## src/rtl/rr_elastic_arbiter.sv

```systemverilog
// rr_elastic_arbiter: round-robin arbiter feeding one elastic valid/ready
// output register shared by num_req_p requesters. One cycle of latency,
// one beat per cycle, fair rotation between requesters.
// Optional packet lock (keeps the grant until last_i) is enabled by defining
// RR_ELASTIC_ARBITER_LOCK_EN.
module rr_elastic_arbiter #(
  parameter int width_p   = 8,
  parameter int num_req_p = 4
) (
  input  logic                           clk_i,
  input  logic                           reset_ni,
  input  logic [num_req_p*width_p-1:0]   data_i,
  input  logic [num_req_p-1:0]           valid_i,
  input  logic [num_req_p-1:0]           last_i,
  output logic [num_req_p-1:0]           ready_o,
  output logic                           valid_o,
  output logic [width_p-1:0]             data_o,
  output logic                           last_o,
  output logic [$clog2(num_req_p)-1:0]   src_o,
  input  logic                           ready_i
);
  localparam int iw = $clog2(num_req_p);
  // One extra bit so ptr+offset can be folded back below num_req_p.
  localparam logic [iw:0]   n_ext    = (iw+1)'(num_req_p);
  localparam logic [iw-1:0] last_idx = iw'(num_req_p - 1);

  logic               valid_l, last_l;
  logic [width_p-1:0] data_l;
  logic [iw-1:0]      src_l, ptr;
  logic               en, found, xfer;
  logic [iw-1:0]      win, ptr_nxt;
  logic [iw:0]        cand;
`ifdef RR_ELASTIC_ARBITER_LOCK_EN
  logic               lock_l;
  logic [iw-1:0]      lock_id_l;
`endif

  assign en   = ~valid_l | ready_i;
  // Gating with reset_ni keeps ready_o low for the whole reset window.
  assign xfer = en & found & reset_ni;
  // Wrap modulo num_req_p so ptr never reaches an unused index.
  assign ptr_nxt = (win == last_idx) ? '0 : win + 1'b1;

  // Winner: first valid requester searching from ptr; a held lock overrides.
  always_comb begin
    found = 1'b0;
    win   = '0;
    cand  = '0;
    for (int i = 0; i < num_req_p; i++) begin
      cand = {1'b0, ptr} + (iw+1)'(i);
      if (cand >= n_ext) cand = cand - n_ext;
      if (!found && valid_i[cand[iw-1:0]]) begin
        found = 1'b1;
        win   = cand[iw-1:0];
      end
    end
`ifdef RR_ELASTIC_ARBITER_LOCK_EN
    if (lock_l) begin
      found = valid_i[lock_id_l];
      win   = lock_id_l;
    end
`endif
  end

  // One-hot ready to the winner only when the stage can take a beat.
  always_comb begin
    ready_o = '0;
    if (xfer) ready_o[win] = 1'b1;
  end

  // Output register, priority pointer and packet lock.
  always_ff @(posedge clk_i or negedge reset_ni) begin
    if (!reset_ni) begin
      valid_l   <= 1'b0;
      data_l    <= '0;
      last_l    <= 1'b0;
      src_l     <= '0;
      ptr       <= '0;
`ifdef RR_ELASTIC_ARBITER_LOCK_EN
      lock_l    <= 1'b0;
      lock_id_l <= '0;
`endif
    end else if (xfer) begin
      valid_l <= 1'b1;
      data_l  <= data_i[win*width_p +: width_p];
      last_l  <= last_i[win];
      src_l   <= win;
`ifdef RR_ELASTIC_ARBITER_LOCK_EN
      if (last_i[win]) begin
        lock_l <= 1'b0;
        ptr    <= ptr_nxt;
      end else begin
        // Mid-packet: pin the grant, leave ptr for after the packet.
        lock_l    <= 1'b1;
        lock_id_l <= win;
      end
`else
      ptr <= ptr_nxt;
`endif
    end else if (en) begin
      valid_l <= 1'b0;
    end
  end

  assign valid_o = valid_l;
  assign data_o  = data_l;
  assign last_o  = last_l;
  assign src_o   = src_l;
endmodule

```

## config.mk

```make
export PLATFORM = sky130hd
export DESIGN_NAME = rr_elastic_arbiter
export DESIGN_NICKNAME = d
export VERILOG_FILES = /design/src/rtl/rr_elastic_arbiter.sv
export SDC_FILE = /design/constraint.sdc
export NUM_CORES = 1
export LEC_CHECK = 0
export ABC_AREA = 1
export CAP_MARGIN = 30
export CORE_MARGIN = 1.5
export CORE_UTILIZATION = 45
export CTS_BUF_LIST = sky130_fd_sc_hd__clkbuf_16
export DETAILED_ROUTE_END_ITERATION = 8
export PLACE_DENSITY = 0.95
export SLEW_MARGIN = 10
export SYNTH_ARGS = -nofsm -noshare
export SYNTH_HDL_FRONTEND = slang
export SYNTH_SLANG_ARGS = --single-unit
```

## constraint.sdc

```tcl
create_clock -name clk_i -period 2.8 [get_ports clk_i]
set_input_delay 0.56 -clock clk_i [delete_from_list [all_inputs] [get_ports clk_i]]
set_output_delay 0.56 -clock clk_i [all_outputs]
set_load 0.005 [all_outputs]
```

# After elaboration in Yosys (flattened, before gate mapping)
# Index checks and enable logic that the tools add are counted.
[word_totals] register_bits=14 input_bits=43
[classes] n_addsub=8 magnitude_cmp=10 eq_ne=1 shift=1 mux=28 bitwise_logic=4 n_reduce_logical=8
[op_table] op="variable part select 32 x 6 -> 8 bit" count=1
[op_table] op="two-way mux 2 bit" count=9
[op_table] op="< comparator 2 x 3 -> 1 bit, second input constant" count=5
[op_table] op="two-way mux 1 bit" count=12
[op_table] op="binary-select mux 1 bit (select 2 bit)" count=5
[op_table] op="greater-or-equal comparator 3 bit, second input constant" count=3
[op_table] op="subtractor 2 x 1 -> 2 bit, second input constant" count=4
[op_table] op="adder 2 x 2 -> 3 bit, second input constant" count=2
[op_table] op="logical AND 1 bit" count=4
[op_table] op="two-way mux 4 bit" count=1
[op_table] op="adder 2 x 1 -> 3 bit, second input constant" count=1
[op_table] op="greater-or-equal comparator 2 x 3 -> 1 bit, second input constant" count=1
[op_table] op="zero test 1 bit" count=3
[op_table] op="adder 2 x 1 -> 2 bit, second input constant" count=1
[op_table] op="bitwise AND 1 bit" count=2
[op_table] op="demux 1 bit (select 2 bit)" count=1
[op_table] op="== test 2 bit, second input constant" count=1
[op_table] op="greater-or-equal comparator 2 x 1 -> 1 bit, second input constant" count=1
[op_table] op="nonzero test 2 bit" count=1
[op_table] op="NOT 1 bit" count=1
[op_table] op="bitwise OR 1 bit" count=1

# Logic depth before layout (Yosys ltp)
[depth] depth_word=19 ltp_mapped=17

# Worst setup path before layout
# No wires, ideal clock.
[synth_path] kind="input to output" from="input port valid_i[2]" to="output port ready_o[2]" t_arrival_ns=1.534 path_slack_ns=0.706 cell_stages=10 path_buffers=1 cell_sequence="inv_1 o21ai_1 nor2_1 nand2_1 nor2_1 nor2_4 buf_4 nor2_1 nand2_1 inv_1"
[synth_between] elab_chain_len=17
[synth_rtl] element="from (decl)" line_no="13" source="input logic [num_req_p-1:0] valid_i,"
[synth_rtl] element="binary-select mux 1 bit (select 2 bit)" line_no="52" source="if (!found && valid_i[cand[iw-1:0]]) begin"
[synth_rtl] element="two-way mux 1 bit (implied by the code)" line_no="52"
[synth_rtl] element="two-way mux 1 bit" line_no="52"
[synth_rtl] element="zero test 1 bit" line_no="52"
[synth_rtl] element="logical AND 1 bit" line_no="52"
[synth_rtl] element="two-way mux 1 bit" line_no="52"
[synth_rtl] element="zero test 1 bit" line_no="52"
[synth_rtl] element="logical AND 1 bit" line_no="52"
[synth_rtl] element="two-way mux 1 bit" line_no="52"
[synth_rtl] element="zero test 1 bit" line_no="52"
[synth_rtl] element="logical AND 1 bit" line_no="52"
[synth_rtl] element="two-way mux 2 bit" line_no="52"
[synth_rtl] element="< comparator 2 x 3 -> 1 bit (implied by the code) or greater-or-equal comparator 2 x 1 -> 1 bit (tied branches)" line_no="68" source="if (xfer) ready_o[win] = 1'b1;"
[synth_rtl] element="logical AND 1 bit (implied by the code)" line_no="68"
[synth_rtl] element="two-way mux 1 bit (implied by the code)" line_no="68"
[synth_rtl] element="demux 1 bit (select 2 bit)" line_no="68"
[synth_rtl] element="two-way mux 4 bit (*)" line_no="68"
[synth_rtl] element="to (decl)" line_no="15" source="output logic [num_req_p-1:0] ready_o,"
# Every way passes the cells marked *; elsewhere a longest branch is shown, timed or not. The select of a mux whose other input is x is not followed.

# Worst setup path after layout
[layout_path] from="register ptr[1]" to="output port ready_o[2]"
[layout_between] elab_chain_len=19
[layout_rtl] element="from (decl)" line_no="29" source="logic [iw-1:0] src_l, ptr;"
[layout_rtl] element="from (signal assigned)" line_no="98" source="ptr <= ptr_nxt;"
[layout_rtl] element="parallel branches: the longest is 18 deep, another holds adder 2 x 1 -> 3 bit"
[layout_rtl] element="two-way mux 4 bit (*)" line_no="68"
# Mark *: on every way between the ends. The select of a mux whose other input is x is not followed.

==> run_results.csv <==
group,metric,value,unit
timing,worstMarginPinSlew,0.2583,ns
timing,slew_viol_final,0,
logic_synthesis,yosys_warnings,0,
routing,drcViolationCount,2,
cells_and_area,syn2layout_area_growth,61.65,%
clock_tree,clkLatencyLatePin,0.24,ns
power,total_power,2.709,mW
global_route,grt_usage,0.2791,
clock_tree,htreeDepth,1,
hold_path,hp-class,"reg2reg",
clock_tree,path_clk_slew,0.05,ns
logic_synthesis,yosysSeqAreaShare,0.2569,
die,die_width,58.05,um
placement,dp_slack,-0.2209,ns
worst_setup_path,required,2.24,ns
logic_synthesis,syn_area,1364,um^2
die,die_area,3370,um^2
timing,fmaxAchievable,368.6,MHz
routing,first_iter_violations,214,
logic_synthesis,ys_seq_elements,14,
routing,via_per_inst,5.330,
routing,ant_nets,0,
clock_tree,cts_buffer_depth,2,
die,io_pins,59,
timing,period_share,0.9690,
worst_setup_path,crit_buf_inv,4,
worst_setup_path,critPathCaptureType,"output port",
clock_tree,cts_buffers,3,
cells_and_area,fin_util,0.7859,
worst_setup_path,cpLargestDelayFamily,"simple AND/OR/NAND/NOR gates",
worst_setup_path,path_cells,"inv_2 -> nand2_1 -> nand2_1 -> nand2_1 -> nand2_2 -> nand2_4 -> o21ai_4 -> nor2_4 -> buf_4 -> nand2_1 -> inv_1 -> dlygate4sd2_1",
worst_setup_path,critPathArrivalTime,2.15,ns
logic_synthesis,synth_top_cells_by_area,"nand2_1 (32%), dfrtp_1 (26%), nand3_1 (8.1%), inv_1 (7.4%), nand3_2 (7.3%)",
placement,portBuffers,58,
routing,drt-total-wl,4903,um
worst_setup_path,cp_max_fo,6,
placement,globalplace.congestion,0.8748,
global_route,grt_antenna_before_repair,0,
cells_and_area,insertedDiodeCount,0,
logic_synthesis,avgSynthCellArea,5.955,um^2
global_route,grt_pass1_wl,7286,um
timing,setup_viol,0,
worst_setup_path,r2r-start,"ptr[1]$_DFFE_PN0P_",
worst_setup_path,reg2reg_slack,0.44,ns
job,maxCapViolCount,0,
worst_setup_path,critPathKind,"reg2out",
global_route,grt_pass1_vias,1660,
logic_synthesis,synthCells,229,
outcome,status,"finished with violations",
cells_and_area,drive_above_1_share,0.2230,
timing,fin_ws,0.08691,ns
outcome,violations,"DRC",
worst_setup_path,crit_top_cell,"nand2_1",
worst_setup_path,startpoint,"ptr[1]$_DFFE_PN0P_",
cells_and_area,fin_nets,350,
timing,finalCriticalPeriod,2.713,ns
logic_synthesis,synth_top_area_frac,0.3248,
worst_setup_path,crit_slowest_cell,"dfrtp_1",
logic_synthesis,ys_types,19,
timing,finClkSkew,0.004121,ns
global_route,grt_overflow,0,
placement,dp_hpwl,2946,um
die,core_area,2805,um^2
global_route,grt_max_degree,19,
hold_path,hp-start,"data_o[3]$_DFFE_PN0P_",
die,core.rowCount,19,
clock_tree,cts_root_buf,"clkbuf_16",
timing,slew_headroom,0.8276,
routing,dr_total_vias,1791,
clock_tree,cts_tree,"done",
logic_synthesis,syn_nets,272,
die,die_y,58.05,um
clock_tree,cts_hold_buf,0,
routing,wire_per_inst,14.59,um
worst_setup_path,startpoint_type,"flop",
power,power_leakage,1.243,nW
die,start_util,0.4862,
worst_setup_path,cp_slowest_stage_delay,0.44,ns
timing,final-hold-violation-count,0,
routing,drt_first_pass_iters,7,
power,power.density,1229,nW/um^2
clock_tree,numClockSinks,14,
logic_synthesis,yosysTopAreaCell,"nand2_1",
power,ir_drop,677.7,uV
[registers in the layout (all words and copies together) (netlist names)]
signal,count
ptr,2
src_o,2
last_o,1
data_o,8
valid_o,1
[repair_timing]
item,in CTS,in global routing
resized for setup,13,19
setup endpoints to repair,4,4
setup buffers,10,1
pin swaps,5,8
[worst paths after layout]
check,end,cells past startpoint
worst max register to register,src_o[0]$_DFFE_PN0P_,15
worst min register to register,data_o[3]$_DFFE_PN0P_,2
worst max-delay path,ready_o[2],12
max in group asynchronous,data_o[7]$_DFFE_PN0P_,2
worst min-delay path,data_o[3]$_DFFE_PN0P_,2
min in group asynchronous,data_o[1]$_DFFE_PN0P_,2
[placed cells by master, fill, tap and decap left out]
cell,instances
inv_1,25
buf_4,26
o21ai_4,1
nand2_1,112
inv_2,6
nor2_4,2
nor2_2,3
nand2_4,2
o21ai_0,3
nor2_1,5
o211ai_1,1
clkbuf_2,1
nand3_1,21
nand3_2,11
a31oi_2,1
clkbuf_16,3
buf_2,1
clkdlybuf4s50_1,50
nand4_4,1
nand2_2,8
dfrtp_1,14
o21ai_2,2
dlygate4sd2_1,4
dlymetal6s2s_1,2
[worst min-delay path, cell delays in order, from the launching register on]
cell	delay (ns)
dfrtp_1	0.34
nand2_1	0.06
nand2_1	0.05
[cells by family after synthesis]
logic type / after synthesis / synth area share
buffers and inverters: 42 / 0.1633
AND/OR/NAND/NOR: 165 / 0.5450
AO/OA/AOI/OAI: 8 / 0.03487
flip-flops: 14 / 0.2569
[through the flow]
| stage | hold slack, ns | setup TNS, ns | instance area (um^2) | instances |
|---|---|---|---|---|
| floorplan | 0.2644 | 0 | 1364 | 229 |
| global placement | 0.4645 | -0.6881 | 1989 | 322 |
| detailed placement | 0.4720 | -0.7938 | 1989 | 322 |
| CTS | 0.4845 | -0.001813 | 2152 | 335 |
| global route | 0.5118 | -0.06083 | 2205 | 336 |
| finish | 0.4800 | 0 | 2205 | 336 |
[power by group]
group | internal [mW] | leakage, nW | total [mW] | switching (mW)
combinational | 0.876 | 1.03 | 2.08 | 1.20
sequential | 0.300 | 0.173 | 0.365 | 0.0651
clock | 0.187 | 0.0370 | 0.266 | 0.0792
[synth_stat cells (all sizes together)]
cell type  number
inv            31
a31oi           1
o21ai           6
nand4           1
o211ai          1
nand3          32
nor2           10
nand2         122
buf            11
dfrtp          14
[routing by layer]
| metal | wire [um] | GRT usage | vias up |
|---|---|---|---|
| met4 | 94 | 0.07641 | 0 |
| met1 | 1879 | 0.3454 | 811 |
| met5 | 0 | 0 | - |
| li1 | - | - | 845 |
| met2 | 2488 | 0.4951 | 121 |
| met3 | 440 | 0.05134 | 14 |
[cell type report]
| type | count | area, um^2 |
|---|---|---|
| Timing Repair Buffer | 84 | 765.7 |
| Clock buffer | 3 | 75.07 |
| Fill cell | 193 | 600.6 |
| Inverter | 31 | 116.4 |
| Sequential cell | 14 | 350.3 |
| Tap cell | 31 | 38.79 |
| Multi-Input combinational cell | 173 | 858.3 |
Power figures use the tool's default switching activity.
